[src/rtl/alu_exec_unit_pkg.sv]
// rtl/alu_exec_unit_pkg.sv - shared ALU op encodings, FSM states and helpers
// Contents:
//   ALU_F3_*        3-bit func3 encodings, shared with the ALU control decoder
//   ALU_F7_ALT_BIT  position of the func7[5] alternate bit inside the 5-bit op
//   state_e         execute-unit FSM states
//   shift_e         shift flavour latched for the iterative shifter
//   is_shift()      true for func3 values handled by the iterative shifter
package alu_exec_unit_pkg;

   localparam logic [2:0] ALU_F3_ADD  = 3'b000;
   localparam logic [2:0] ALU_F3_SLL  = 3'b001;
   localparam logic [2:0] ALU_F3_SLT  = 3'b010;
   localparam logic [2:0] ALU_F3_SLTU = 3'b011;
   localparam logic [2:0] ALU_F3_XOR  = 3'b100;
   localparam logic [2:0] ALU_F3_SR   = 3'b101;
   localparam logic [2:0] ALU_F3_OR   = 3'b110;
   localparam logic [2:0] ALU_F3_AND  = 3'b111;

   // op = {func3[2:0], func7[6], func7[5]}; func7[6] is never used
   localparam int ALU_F7_ALT_BIT = 0;

   typedef enum logic [1:0] {
      ST_IDLE  = 2'd0,
      ST_SHIFT = 2'd1,
      ST_DONE  = 2'd2
   } state_e;

   typedef enum logic [1:0] {
      SH_SLL = 2'd0,
      SH_SRL = 2'd1,
      SH_SRA = 2'd2
   } shift_e;

   function automatic logic is_shift(input logic [2:0] f3);
      return (f3 == ALU_F3_SLL) || (f3 == ALU_F3_SR);
   endfunction

endpackage

[src/rtl/alu_comb.sv]
// rtl/alu_comb.sv - single-cycle ADD/SUB/SLT/SLTU/XOR/OR/AND datapath
// Ports:
//   func3_i   func3 field of the op
//   alt_i     func7[5]; selects SUB for func3 ADD, ignored otherwise
//   a_i, b_i  operands
//   result_o  result; zero for shift encodings (handled by the caller)
module alu_comb
   import alu_exec_unit_pkg::*;
#(
   parameter int XLEN = 32
) (
   input  logic [2:0]      func3_i,
   input  logic            alt_i,
   input  logic [XLEN-1:0] a_i,
   input  logic [XLEN-1:0] b_i,
   output logic [XLEN-1:0] result_o
);

   logic lt_s;
   logic lt_u;

   assign lt_s = $signed(a_i) < $signed(b_i);
   assign lt_u = a_i < b_i;

   always_comb begin
      result_o = '0;
      case (func3_i)
         ALU_F3_ADD:  result_o = alt_i ? (a_i - b_i) : (a_i + b_i);
         ALU_F3_SLT:  result_o = {{(XLEN-1){1'b0}}, lt_s};
         ALU_F3_SLTU: result_o = {{(XLEN-1){1'b0}}, lt_u};
         ALU_F3_XOR:  result_o = a_i ^ b_i;
         ALU_F3_OR:   result_o = a_i | b_i;
         ALU_F3_AND:  result_o = a_i & b_i;
         default:     result_o = '0;
      endcase
   end

endmodule

[src/rtl/alu_exec_unit.sv]
// rtl/alu_exec_unit.sv - execute-stage ALU with iterative one-bit-per-cycle shifter
// Ports:
//   clk, rst             clock; synchronous active-high reset
//   in_valid/in_ready    request handshake; in_ready only in IDLE
//   in_op                {func3, func7[6:5]}
//   in_a, in_b           operands; shift amount is in_b[SHW-1:0]
//   out_valid/out_ready  result handshake; result held while stalled
//   out_result           registered result
//   out_zero             out_result == 0
module alu_exec_unit
   import alu_exec_unit_pkg::*;
#(
   parameter  int XLEN = 32,
   localparam int SHW  = $clog2(XLEN)
) (
   input  logic            clk,
   input  logic            rst,
   input  logic            in_valid,
   output logic            in_ready,
   input  logic [4:0]      in_op,
   input  logic [XLEN-1:0] in_a,
   input  logic [XLEN-1:0] in_b,
   output logic            out_valid,
   input  logic            out_ready,
   output logic [XLEN-1:0] out_result,
   output logic            out_zero
);

   state_e          state_q, state_d;
   shift_e          shop_q, shop_d;
   logic [SHW-1:0]  cnt_q, cnt_d;
   logic [XLEN-1:0] result_q, result_d;

   logic [2:0]      func3;
   logic            alt;
   logic [SHW-1:0]  shamt;
   logic [XLEN-1:0] comb_res;
   logic [XLEN-1:0] shifted;
   logic            unused_op_bit;

   assign func3         = in_op[4:2];
   assign alt           = in_op[ALU_F7_ALT_BIT];
   assign shamt         = in_b[SHW-1:0];
   assign unused_op_bit = in_op[1];

   alu_comb #(.XLEN(XLEN)) u_alu_comb (
      .func3_i  (func3),
      .alt_i    (alt),
      .a_i      (in_a),
      .b_i      (in_b),
      .result_o (comb_res)
   );

   // result_q doubles as the shift register while in SHIFT
   always_comb begin
      shifted = result_q;
      case (shop_q)
         SH_SLL:  shifted = {result_q[XLEN-2:0], 1'b0};
         SH_SRL:  shifted = {1'b0, result_q[XLEN-1:1]};
         SH_SRA:  shifted = {result_q[XLEN-1], result_q[XLEN-1:1]};
         default: shifted = result_q;
      endcase
   end

   always_comb begin
      state_d  = state_q;
      shop_d   = shop_q;
      cnt_d    = cnt_q;
      result_d = result_q;
      case (state_q)
         ST_IDLE: begin
            if (in_valid) begin
               if (is_shift(func3)) begin
                  result_d = in_a;
                  if (func3 == ALU_F3_SLL) begin
                     shop_d = SH_SLL;
                  end else begin
                     shop_d = alt ? SH_SRA : SH_SRL;
                  end
                  if (shamt == '0) begin
                     state_d = ST_DONE;
                  end else begin
                     cnt_d   = shamt;
                     state_d = ST_SHIFT;
                  end
               end else begin
                  result_d = comb_res;
                  state_d  = ST_DONE;
               end
            end
         end
         ST_SHIFT: begin
            result_d = shifted;
            cnt_d    = cnt_q - {{(SHW-1){1'b0}}, 1'b1};
            // counter at 1 means this cycle performs the final shift
            if (cnt_q == {{(SHW-1){1'b0}}, 1'b1}) begin
               state_d = ST_DONE;
            end
         end
         ST_DONE: begin
            if (out_ready) begin
               state_d = ST_IDLE;
            end
         end
         default: state_d = ST_IDLE;
      endcase
   end

   always_ff @(posedge clk) begin
      if (rst) begin
         state_q  <= ST_IDLE;
         shop_q   <= SH_SLL;
         cnt_q    <= '0;
         result_q <= '0;
      end else begin
         state_q  <= state_d;
         shop_q   <= shop_d;
         cnt_q    <= cnt_d;
         result_q <= result_d;
      end
   end

   assign in_ready   = (state_q == ST_IDLE);
   assign out_valid  = (state_q == ST_DONE);
   assign out_result = result_q;
   assign out_zero   = (result_q == '0);

endmodule
[config.mk]
export PLATFORM = sky130hd
export DESIGN_NAME = alu_exec_unit
export DESIGN_NICKNAME = d
export VERILOG_FILES = /design/src/rtl/alu_exec_unit_pkg.sv /design/src/rtl/alu_comb.sv /design/src/rtl/alu_exec_unit.sv
export SDC_FILE = /design/constraint.sdc
export NUM_CORES = 1
export LEC_CHECK = 0
export CAP_MARGIN = 0
export CORE_MARGIN = 2
export CORE_UTILIZATION = 45
export DETAILED_ROUTE_END_ITERATION = 10
export PLACE_DENSITY = 0.73
export SLEW_MARGIN = 20
export SYNTH_ARGS = -nofsm -noshare
export SYNTH_HDL_FRONTEND = slang
export SYNTH_SLANG_ARGS = --single-unit
[constraint.sdc]
create_clock -name clk -period 5.93 [get_ports clk]
set_input_delay 0.593 -clock clk [delete_from_list [all_inputs] [get_ports clk]]
set_output_delay 0.593 -clock clk [all_outputs]
set_load 0.01 [all_outputs]
==> metrics.txt, run 1 <==
setup TNS 0 ns; Sw Ratio 42.4%; Internal Power roughly 0.00084 W; diode count 0; Slew Limit Fails 0; slowest stage cell, crit path clkdlybuf4s50_1; top_reg_cell synth dfxtp_1; critical path class input pin to flop; post-layout util 54.1%; worst setup path startpoint in_a[0]; Gates resized, CTS repair 0; Required @ worst endpoint 6.08 ns; NetSw 0.000618 W; Num CTS Buffers 5; combinational share of power 53.4%; Syn Inst Count 1,080; HPWL Detailed 18.1 mm; initial antenna violation count 0; final-report setup violation count 0; number of global-route vias before repair 7,734; largest net degree at the start of global routing 65; vias 8,508; # IOs 108; GRT Overall Usage between 20% and 30%; CTS tree yes; CTS Buffer Depth 2; asr flop ratio synth 0%; Final Net Count ~1,300; Post-synth EDFFs 0; Final ANT Viol Nets 0; worst skew pair latency 0.29 ns; clock power share a little over a fifth; Area after DPL 8420 um2; wire per inst about 19 um; Die H 131 um; first-pass GRT wire length 39.6 mm; status completed; sequential power share 24.9%; Yosys reg bits 41; synthesized area 7300 um2; Cell Pwr Density 170 nW/um2; DRC Markers 0; CP delay by family, top compound AO/OA/AOI/OAI gates; slew at the pin closest to its max-slew limit 1.08 ns; Starting Density 46.0%; syn_area_per_cell 6.76 um2; chip width 131 um; vias per cell approximately 6.3; Arrival @ worst endpoint 4.56 ns; H-tree depth 2; DRT Wirelength 25.0 mm; Fin. Hold Viols 0; maxcap violations 0; count of different cell masters after synthesis 70; relative slew slack between 20% and 30%; max incr delay on CP 0.52 ns; Final Skew 0.00491 ns; FMAX 226 MHz; initial drt markers 1,012; First-pass DRT Iterations 6; nature of the critical path endpoint flop; maximum VDD drop roughly 130 uV; Seq/Total Area, Yosys 11.2%; Root Driver clkbuf_16; clk slew on worst S/H paths 0.06 ns; reg2reg start shop_q[0]$_SDFFE_PP0P_; total power approximately 0.0015 W; Post-CTS Hold Buffers 0; CP cell instances clkdlybuf4s50_1 > inv_1 > ha_1 > fa_1 > o21ba_1 > or4_4 > a211oi_2 > a311oi_1 > o211a_1 > o31a_1 > o21ai_1 > a2111oi_0 > a2111oi_1 > o22ai_1; share of layout cells above drive strength 1 under 10%; Core Box Area 15,900 um2; Leakage 3.64 nW; Area Growth Syn to Fin 17.6%; RSZ-0062 raised after global routing false; DIE AREA approximately 17,000 um2; Yosys warnings 0; setup bufs post-CTS 0; final period utilization 74.5%; TritonCTS Sinks 41; Worst Min Path Start shop_q[0]$_SDFFE_PP0P_; crit-path max FO 3; GRT overflow 0; Final GP Congestion between 0.9 and 1; Tmin final ~4.4 ns; Hold Crit Class flop to flop; Post-Layout Inst Area 8590 um2; Bufs and invs on worst path 2; IO Port Bufs 106; row count between 40 and 50; startpoint types input pin; syn nets 1,256
[layout by cell type, fill, tap and decap left out, types with 5 or more instances in the layout]
| master | count |
|---|---|
| a21o_1 | 10 |
| a22o_1 | 11 |
| nand4_1 | 6 |
| nand3_1 | 22 |
| o21a_1 | 5 |
| clkbuf_16 | 5 |
| a22oi_1 | 26 |
| clkdlybuf4s50_1 | 104 |
| o211ai_1 | 10 |
| nand2_1 | 98 |
| a2111oi_0 | 5 |
| nor2_1 | 102 |
| a222oi_1 | 6 |
| o221ai_1 | 6 |
| dfxtp_1 | 41 |
| inv_1 | 106 |
| o21bai_1 | 12 |
| buf_4 | 10 |
| nand3b_1 | 8 |
| o31ai_1 | 7 |
| o21ai_0 | 67 |
| xnor2_1 | 29 |
| a221oi_1 | 24 |
| nand2b_1 | 6 |
| o22ai_1 | 36 |
| nor2b_1 | 11 |
| nor3_1 | 26 |
| a21oi_1 | 84 |
| ha_1 | 101 |
| mux2i_1 | 6 |
| o41ai_1 | 7 |
| a211oi_1 | 31 |
| nor4_1 | 12 |
| a31oi_1 | 8 |
[area by class of cell]
cell class                 instances  area, um2
clock buffer                       6        129
clock inverter                     2       38.8
fill                            1612       7300
inverter                         106        398
multi-input combinational        853       5800
sequential                        41        821
tap                              216        270
timing repair buffer             116       1130
[cells in the mapped netlist (all sizes together) (4+ instances only)]
master | n | area [um2]
inv | 106 | 398
nor2 | 103 | 387
ha | 101 | 1260
nand2 | 98 | 368
a21oi | 85 | 425
o21ai | 70 | 350
clkbuf | 64 | 240
dfxtp | 41 | 821
o22ai | 36 | 225
a211oi | 32 | 245
xnor2 | 29 | 254
nor3 | 27 | 135
a22oi | 26 | 195
a221oi | 24 | 210
nand3 | 22 | 110
buf | 16 | 65.1
nor2b | 12 | 75.1
nor4 | 12 | 75.1
o21bai | 12 | 90.1
a21o | 11 | 82.6
a22o | 11 | 96.3
o211ai | 10 | 75.1
a31oi | 8 | 50.1
nand2b | 8 | 50.1
nand3b | 8 | 60.1
o31ai | 7 | 52.6
o41ai | 7 | 61.3
a2111oi | 6 | 53.8
a222oi | 6 | 60.1
mux2i | 6 | 60.1
nand4 | 6 | 37.5
o221ai | 6 | 52.6
o21a | 5 | 37.5
o311ai | 5 | 43.8
a21boi | 4 | 30.0
a311oi | 4 | 35.0
o2bb2ai | 4 | 35.0
or4 | 4 | 33.8
[cells by family (layout without fill, tap and decap cells)]
kind of cell / Yosys count / in the layout / synth area share, %
multiplexers: 6 / 6 / 0.823
XOR/XNOR: 30 / 30 / 3.60
AO/OA/AOI/OAI: 402 / 402 / 37.4
flip-flops: 41 / 41 / 11.2
AND/OR/NAND/NOR: 312 / 312 / 19.4
adder cells (fa/ha/maj): 103 / 103 / 17.9
buffers and inverters: 186 / 230 / 9.63
[metal layers]
layer	share of wire [%]	routed length [um]	up-vias	GRT usage, %
met2	45	11200	463	44.2
met4	2.7	664	0	8.70
met5	0	0	-	0
li1	-	-	4034	-
met1	44	11000	3956	38.0
met3	8.7	2180	55	3.47
[worst min-delay path: stages, from the launching register on]
cell	delay, ns
dfxtp_1	0.33
a21oi_1	0.12
nor2_1	0.04
[per-stage QoR]
| stage | setup slack, ns | hold slack (ns) | cells |
|---|---|---|---|
| 5_1_grt | 1.44 | 0.558 | 1340 |
| 4_1_cts | 1.57 | 0.533 | 1340 |
| 3_3_place_gp | 1.33 | 0.502 | 1332 |
| 3_5_place_dp | 1.29 | 0.520 | 1332 |
| 6_report | 1.51 | 0.534 | 1340 |
| 2_1_floorplan | 2.38 | 0.481 | 1080 |
[flip-flops by register name, summed over array words and instances, names as in the netlist]
register    flops
cnt_q           5
out_result     32
shop_q          2
state_q         2
[power groups by stage]
stage / registers (W) / logic [W] / clock network [W]
after floorplan: 0.000358 / 0.000498 / 0
after global placement: 0.000366 / 0.000751 / 0
after detailed placement: 0.000365 / 0.000759 / 0
after CTS: 0.000360 / 0.000764 / 0.000319
after global routing: 0.000365 / 0.000849 / 0.000328
final: 0.000362 / 0.000778 / 0.000316
[path summary, 6_finish.rpt]
kind                                       to  slack [ns]  cells after the start
setup reg to reg  out_result[13]$_SDFFE_PP0P_        2.99                      9
hold / removal         shop_q[0]$_SDFFE_PP0P_        0.53                      2
setup / recovery   out_result[0]$_SDFFE_PP0P_        1.51                     14
hold reg to reg        shop_q[0]$_SDFFE_PP0P_        0.53                      2
Note: power is estimated with default switching activity, not from simulation.
==> run 2: changes to the inputs <==
--- a/config.mk
+++ b/config.mk
@@ -9,7 +9,7 @@
 export CORE_MARGIN = 2
 export CORE_UTILIZATION = 45
 export DETAILED_ROUTE_END_ITERATION = 10
-export PLACE_DENSITY = 0.73
+export PLACE_DENSITY = 0.76
 export SLEW_MARGIN = 20
 export SYNTH_ARGS = -nofsm -noshare
 export SYNTH_HDL_FRONTEND = slang
==> constraint.sdc (replaced) <==
create_clock -name clk -period 4.05 [get_ports clk]
set_input_delay 0.405 -clock clk [delete_from_list [all_inputs] [get_ports clk]]
set_output_delay 0.405 -clock clk [all_outputs]
set_load 0.01 [all_outputs]
==> run 2 against run 1 <==
Combinational power grew 54%. First-iteration DRC count is 1.9% lower. Critical path type unchanged. Non-clock buffer count up 47. Sequential cell count is the same. Via count increased by 1.6%. Hold slack better by 0.0040 ns. Largest power group unchanged. Highest routed layer unchanged. Sequential share of layout area decreased by 0.40 points.
==> metrics.txt, run 2 (synthesis results as in run 1) <==
DRT Wirelength 25.7 mm (+2.8%); IO Port Bufs 106 (unchanged); Final GP Congestion 0.986 (+0.21%); RSZ-0062 raised after global routing false; crit-path max FO 3 (unchanged); GRT overflow 0 (unchanged); clk slew on worst S/H paths 0.06 ns (about the same); H-tree depth 2 (unchanged); Fin. Hold Viols 0 (unchanged); Slew Limit Fails 0 (unchanged); Area Growth Syn to Fin 22.7%; worst skew pair latency 0.29 ns (about the same); Root Driver clkbuf_16; Sequential cell area 821 um2 (unchanged); first-pass GRT wire length 41.0 mm (+3.4%); diode count 0 (unchanged); Cell Pwr Density 244 nW/um2 (+44%); max incr delay on CP 0.52 ns (about the same); wire per inst 18.5 um (-0.67%); max FFs per register 32 (unchanged); Core Box Area 15,900 um2 (unchanged); share of layout cells above drive strength 1 7.00% (+4.2 points); Leakage 3.86 nW (+6.1%); vias 8,646 (+1.6%); TritonCTS Sinks 41 (unchanged); combinational share of power 54.8% (+1.4 points); NetSw 0.000921 W (+49%); final period utilization 96.3%; Final Skew 0.00723 ns (+0.00232 ns); Hold Crit Class flop to flop; vias per cell 6.23 (-1.8%); CP cell instances clkdlybuf4s50_1 > inv_1 > ha_2 > fa_2 > o21ba_2 > or4_4 > a211oi_4 > a311oi_2 > o211a_1 > o31a_1 > o21ai_2 > a2111oi_2 > a2111oi_2 > o22ai_1; Finished Layout Cells 1,387 (+3.5%); # IOs 108 (unchanged); nature of the critical path endpoint flop; Starting Density 46.0% (unchanged); slew at the pin closest to its max-slew limit 0.971 ns (-0.104 ns); status completed; Tmin final 3.90 ns; DIE AREA 17,300 um2 (unchanged); initial antenna violation count 0 (unchanged); Internal Power 0.00127 W (+51%); Required @ worst endpoint 4.18 ns (-1.90 ns); clock power share 20.9% (-0.8 points); CTS Buffer Depth 2 (unchanged); number of global-route vias before repair 7,960 (+2.9%); FMAX 257 MHz; post-layout util 56.4% (+2.4 points); CTS tree yes; Bufs and invs on worst path 2 (unchanged); commonest non-fill, non-tap cell in the layout inv_1; row count 46 (unchanged); relative slew slack 35.1% (+6.8 points); placed insts 1,379 (+3.5%); startpoint types input pin; Multi-input gate area 5830 um2 (+0.37%); CP delay by family, top compound AO/OA/AOI/OAI gates; HPWL Detailed 19.6 mm (+8.6%); GRT Overall Usage 28.4% (+0.99 points); initial drt markers 993 (-1.9%); critical path class input pin to flop; commonest cells after routing, fill and taps aside inv_1, clkdlybuf4s50_1, nor2_1; sequential power share 24.2% (-0.7 points); largest net degree at the start of global routing 53 (-18%); Arrival @ worst endpoint 4.03 ns (-0.53 ns); Final Net Count 1,346 (+3.6%); Die H 131 um (unchanged); FILL cells 1,558 (-3.3%); chip width 131 um (unchanged); most frequent CP cell a2111oi_2; Post-CTS Hold Buffers 0 (unchanged); Final WS setup 0.151 ns (-1.36 ns); Placement Setup Slack -0.227 ns (-1.52 ns); Sw Ratio 42.0% (-0.38 points); Final ANT Viol Nets 0 (unchanged); slowest stage cell, crit path or4_4; final-report setup violation count 0 (unchanged); First-pass DRT Iterations 8 (+2); maximum VDD drop 180 uV (+42%); Num CTS Buffers 5 (unchanged); maxcap violations 0 (unchanged); DRC Markers 0 (unchanged)
## run 2: worst min-delay path, stage by stage (launching register included)
cell	delay, ns
dfxtp_1	0.36
nand2_1	0.08
a21oi_1	0.05
## run 2: worst paths after layout
kind / to / slack (ns) / start / cells past startpoint
min reg2reg: out_result[10]$_SDFFE_PP0P_ / 0.54 / out_result[10]$_SDFFE_PP0P_ / 2
max: out_result[0]$_SDFFE_PP0P_ / 0.15 / in_a[0] / 14
min: out_result[10]$_SDFFE_PP0P_ / 0.54 / out_result[10]$_SDFFE_PP0P_ / 2
max reg2reg: out_result[26]$_SDFFE_PP0P_ / 1.78 / shop_q[1]$_SDFFE_PP0P_ / 9
## run 2: timing repair
| item | 4_1_cts | 5_1_grt |
|---|---|---|
| endpoints found under the hold margin | 0 | 0 |
| setup endpoints to repair | 0 | 3 |
| gates resized for setup | 0 | 9 |
| setup buffers | 0 | 0 |
## run 2: layout make-up
cell class	instances	share of cell area [%]
clock buffers	6	1.44
repair buffers	163	16.5
well taps	216	3.02
flip-flops and latches	41	9.16
inverters	106	4.44
clock inverters	2	0.433
multi-input cells	853	65.0
## run 2: per-layer routing
metal | wire length (um) | vias up | GRT usage, %
met5 | 0 | - | 0
met4 | 694 | 0 | 9.48
met3 | 2540 | 52 | 3.59
met2 | 11500 | 476 | 45.7
met1 | 11000 | 4008 | 39.3
li1 | - | 4110 | -
## run 2: per-stage QoR
stage / TNS, ns / hold slack [ns] / total power (W) / instance area, um2
after floorplan: 0 / 0.481 / 0.00125 / 7300
after detailed placement: -0.488 / 0.511 / 0.00170 / 8760
after global placement: -0.152 / 0.496 / 0.00169 / 8760
after global routing: 0 / 0.576 / 0.00232 / 8960
final: 0 / 0.538 / 0.00219 / 8960
after CTS: 0 / 0.531 / 0.00216 / 8930
## run 2: power groups by stage
stage / Sequential, W / Clock, W / Combinational, W
after floorplan: 0.000524 / 0 / 0.000730
after global placement: 0.000536 / 0 / 0.00115
after detailed placement: 0.000535 / 0 / 0.00117
after CTS: 0.000527 / 0.000458 / 0.00117
after global routing: 0.000536 / 0.000474 / 0.00131
final: 0.000530 / 0.000459 / 0.00120
==> run 3: changes to the inputs <==
--- a/config.mk
+++ b/config.mk
@@ -6,9 +6,11 @@
 export NUM_CORES = 1
 export LEC_CHECK = 0
 export CAP_MARGIN = 0
-export CORE_MARGIN = 2
+export CORE_ASPECT_RATIO = 0.9
+export CORE_MARGIN = 1
 export CORE_UTILIZATION = 45
 export DETAILED_ROUTE_END_ITERATION = 10
+export HOLD_SLACK_MARGIN = 0.02
 export PLACE_DENSITY = 0.76
 export SLEW_MARGIN = 20
 export SYNTH_ARGS = -nofsm -noshare
==> run 3 against run 2 <==
Critical path depth grew 1. Die area fell by 3.0%. Final cell count shrank 0.29%. Non-clock buffer count increased by 11. Hold slack lost 0.014 ns. Clock-buffer cell count rose by 1. Cell area is 0.36% higher. Global-route usage is 3.3 points higher. Sequential share of layout area about the same.
==> metrics.txt, run 3 (synthesis results as in run 1) <==
status completed; post-layout util 57.4% (+1.0 points); slew at the pin closest to its max-slew limit 0.959 ns (-0.0119 ns); share of layout cells above drive strength 1 7.28% (+0.28 points); relative slew slack 35.8% (+0.76 points); H-tree depth 2 (unchanged); first-pass GRT wire length 41.9 mm (+2.2%); Final Skew 0.00382 ns (-0.00341 ns); chip width 136 um (+3.7%); Cell Pwr Density 239 nW/um2 (-2.1%); First-pass DRT Iterations 5 (-3); CTS Buffer Depth 2 (unchanged); GRT Overall Usage 31.7% (+3.3 points); final-report setup violation count 0 (unchanged); Starting Density 46.6% (+0.67 points); crit-path max FO 3 (unchanged); DIE AREA 16,700 um2 (-3.0%); HPWL Detailed 20.5 mm (+4.7%); setup bufs post-CTS 0 (unchanged); nature of the critical path endpoint flop; startpoint types input pin; Core Box Area 15,700 um2 (-1.4%); # IOs 108 (unchanged); commonest non-fill, non-tap cell in the layout inv_1; Area Growth Syn to Fin 23.2%; Die H 123 um (-6.5%); initial antenna violation count 0 (unchanged); Final WS setup 0.0640 ns (-0.0874 ns); Finished Layout Cells 1,383 (-0.29%); max incr delay on CP 0.47 ns (-0.05 ns); TritonCTS Sinks 41 (unchanged); Final ANT Viol Nets 0 (unchanged); Arrival @ worst endpoint 4.16 ns (+0.13 ns); Slew Limit Fails 0 (unchanged); worst skew pair latency 0.28 ns (about the same); row count 43 (-6.5%); Hold Crit Class flop to flop; placed insts 1,376 (-0.22%); vias per cell 6.38 (+2.4%); Root Driver clkbuf_16; slowest stage cell, crit path clkdlybuf4s50_1; clk slew on worst S/H paths 0.06 ns (about the same); FILL cells 1,499 (-3.8%); number of global-route vias before repair 8,030 (+0.88%); Final Net Count 1,357 (+0.82%); FMAX 251 MHz (-2.2%); DRT Wirelength 27.0 mm (+5.1%); Hold WS 0.523 ns (-0.0142 ns); largest net degree at the start of global routing 52 (-1.9%); Tmin final 3.99 ns (+0.0874 ns); maxcap violations 0 (unchanged); DRC Markers 0 (unchanged); CP cell instances clkdlybuf4s50_1 > inv_1 > ha_1 > fa_1 > o21ba_1 > or4_4 > a211oi_4 > a311oi_2 > o211a_1 > buf_4 > nor4_1 > a211o_1 > xnor2_1 > a21oi_1 > o41ai_1; initial drt markers 962 (-3.1%); final period utilization 98.4% (+2.2 points); GRT overflow 0 (unchanged); Leakage 3.91 nW (+1.2%); Required @ worst endpoint 4.22 ns (+0.04 ns); RSZ-0062 raised after global routing false; Placement Setup Slack -0.168 ns (+0.0592 ns); commonest cells after routing, fill and taps aside inv_1, clkdlybuf4s50_1, nor2_1; total power 0.00215 W (-1.8%); CTS tree yes; vias 8,824 (+2.1%); diode count 0 (unchanged); maximum VDD drop 177 uV (-1.9%); IO Port Bufs 106 (unchanged); critical path class input pin to flop; Num CTS Buffers 5 (unchanged); Fin. Hold Viols 0 (unchanged); max FFs per register 32 (unchanged); wire per inst 19.5 um (+5.4%); Final GP Congestion 0.961 (-2.6%)
[run 3: stage by stage]
step	cell area, um2	setup TNS, ns
after floorplan	7300	0
after global routing	8990	0
after global placement	8840	-0.200
after detailed placement	8840	-0.471
final	8990	0
after CTS	8980	0
[run 3: layer usage]
metal  GRT usage (%)  share of wire (%)
met1            44.0                 44
met2            50.8                 45
met3            4.34                9.4
met4            9.03                2.1
met5               0                  0
[run 3: timing repair]
| action | 4_1_cts | 5_1_grt |
|---|---|---|
| setup endpoints to repair | 0 | 1 |
| endpoints found under the hold margin | 0 | 0 |
| hold buffers | 0 | 0 |
| gates resized for setup | 0 | 2 |
[run 3: worst paths after layout]
kind / depth (start not counted) / to / slack (ns) / start
setup / recovery: 15 / out_result[28]$_SDFFE_PP0P_ / 0.06 / in_a[0]
hold reg to reg: 2 / shop_q[1]$_SDFFE_PP0P_ / 0.52 / shop_q[1]$_SDFFE_PP0P_
hold / removal: 2 / shop_q[1]$_SDFFE_PP0P_ / 0.52 / shop_q[1]$_SDFFE_PP0P_
setup reg to reg: 8 / out_result[29]$_SDFFE_PP0P_ / 1.75 / shop_q[0]$_SDFFE_PP0P_
[run 3: worst max-delay path, delay by kind of cell]
kind / cells / cell delay (ns)
AND/OR/NAND/NOR: 2 / 0.70
buffers and inverters: 3 / 0.68
adder cells (fa/ha/maj): 2 / 0.62
AO/OA/AOI/OAI: 7 / 1.65
XOR/XNOR: 1 / 0.11
[run 3: area by class of cell]
class	count	area, um2	area share, %
Multi-Input combinational cell	853	5810	64.6
Timing Repair Buffer	174	1570	17.5
Sequential cell	41	821	9.13
Inverter	106	398	4.42
Tap cell	202	253	2.81
Clock buffer	7	143	1.59
[run 3: power breakdown]
group	switching, W	leakage [nW]	internal (W)
clock	0.000153	0.0700	0.000242
sequential	0.0000804	0.338	0.000451
combinational	0.000690	3.50	0.000535
total	0.000923	3.91	0.00123
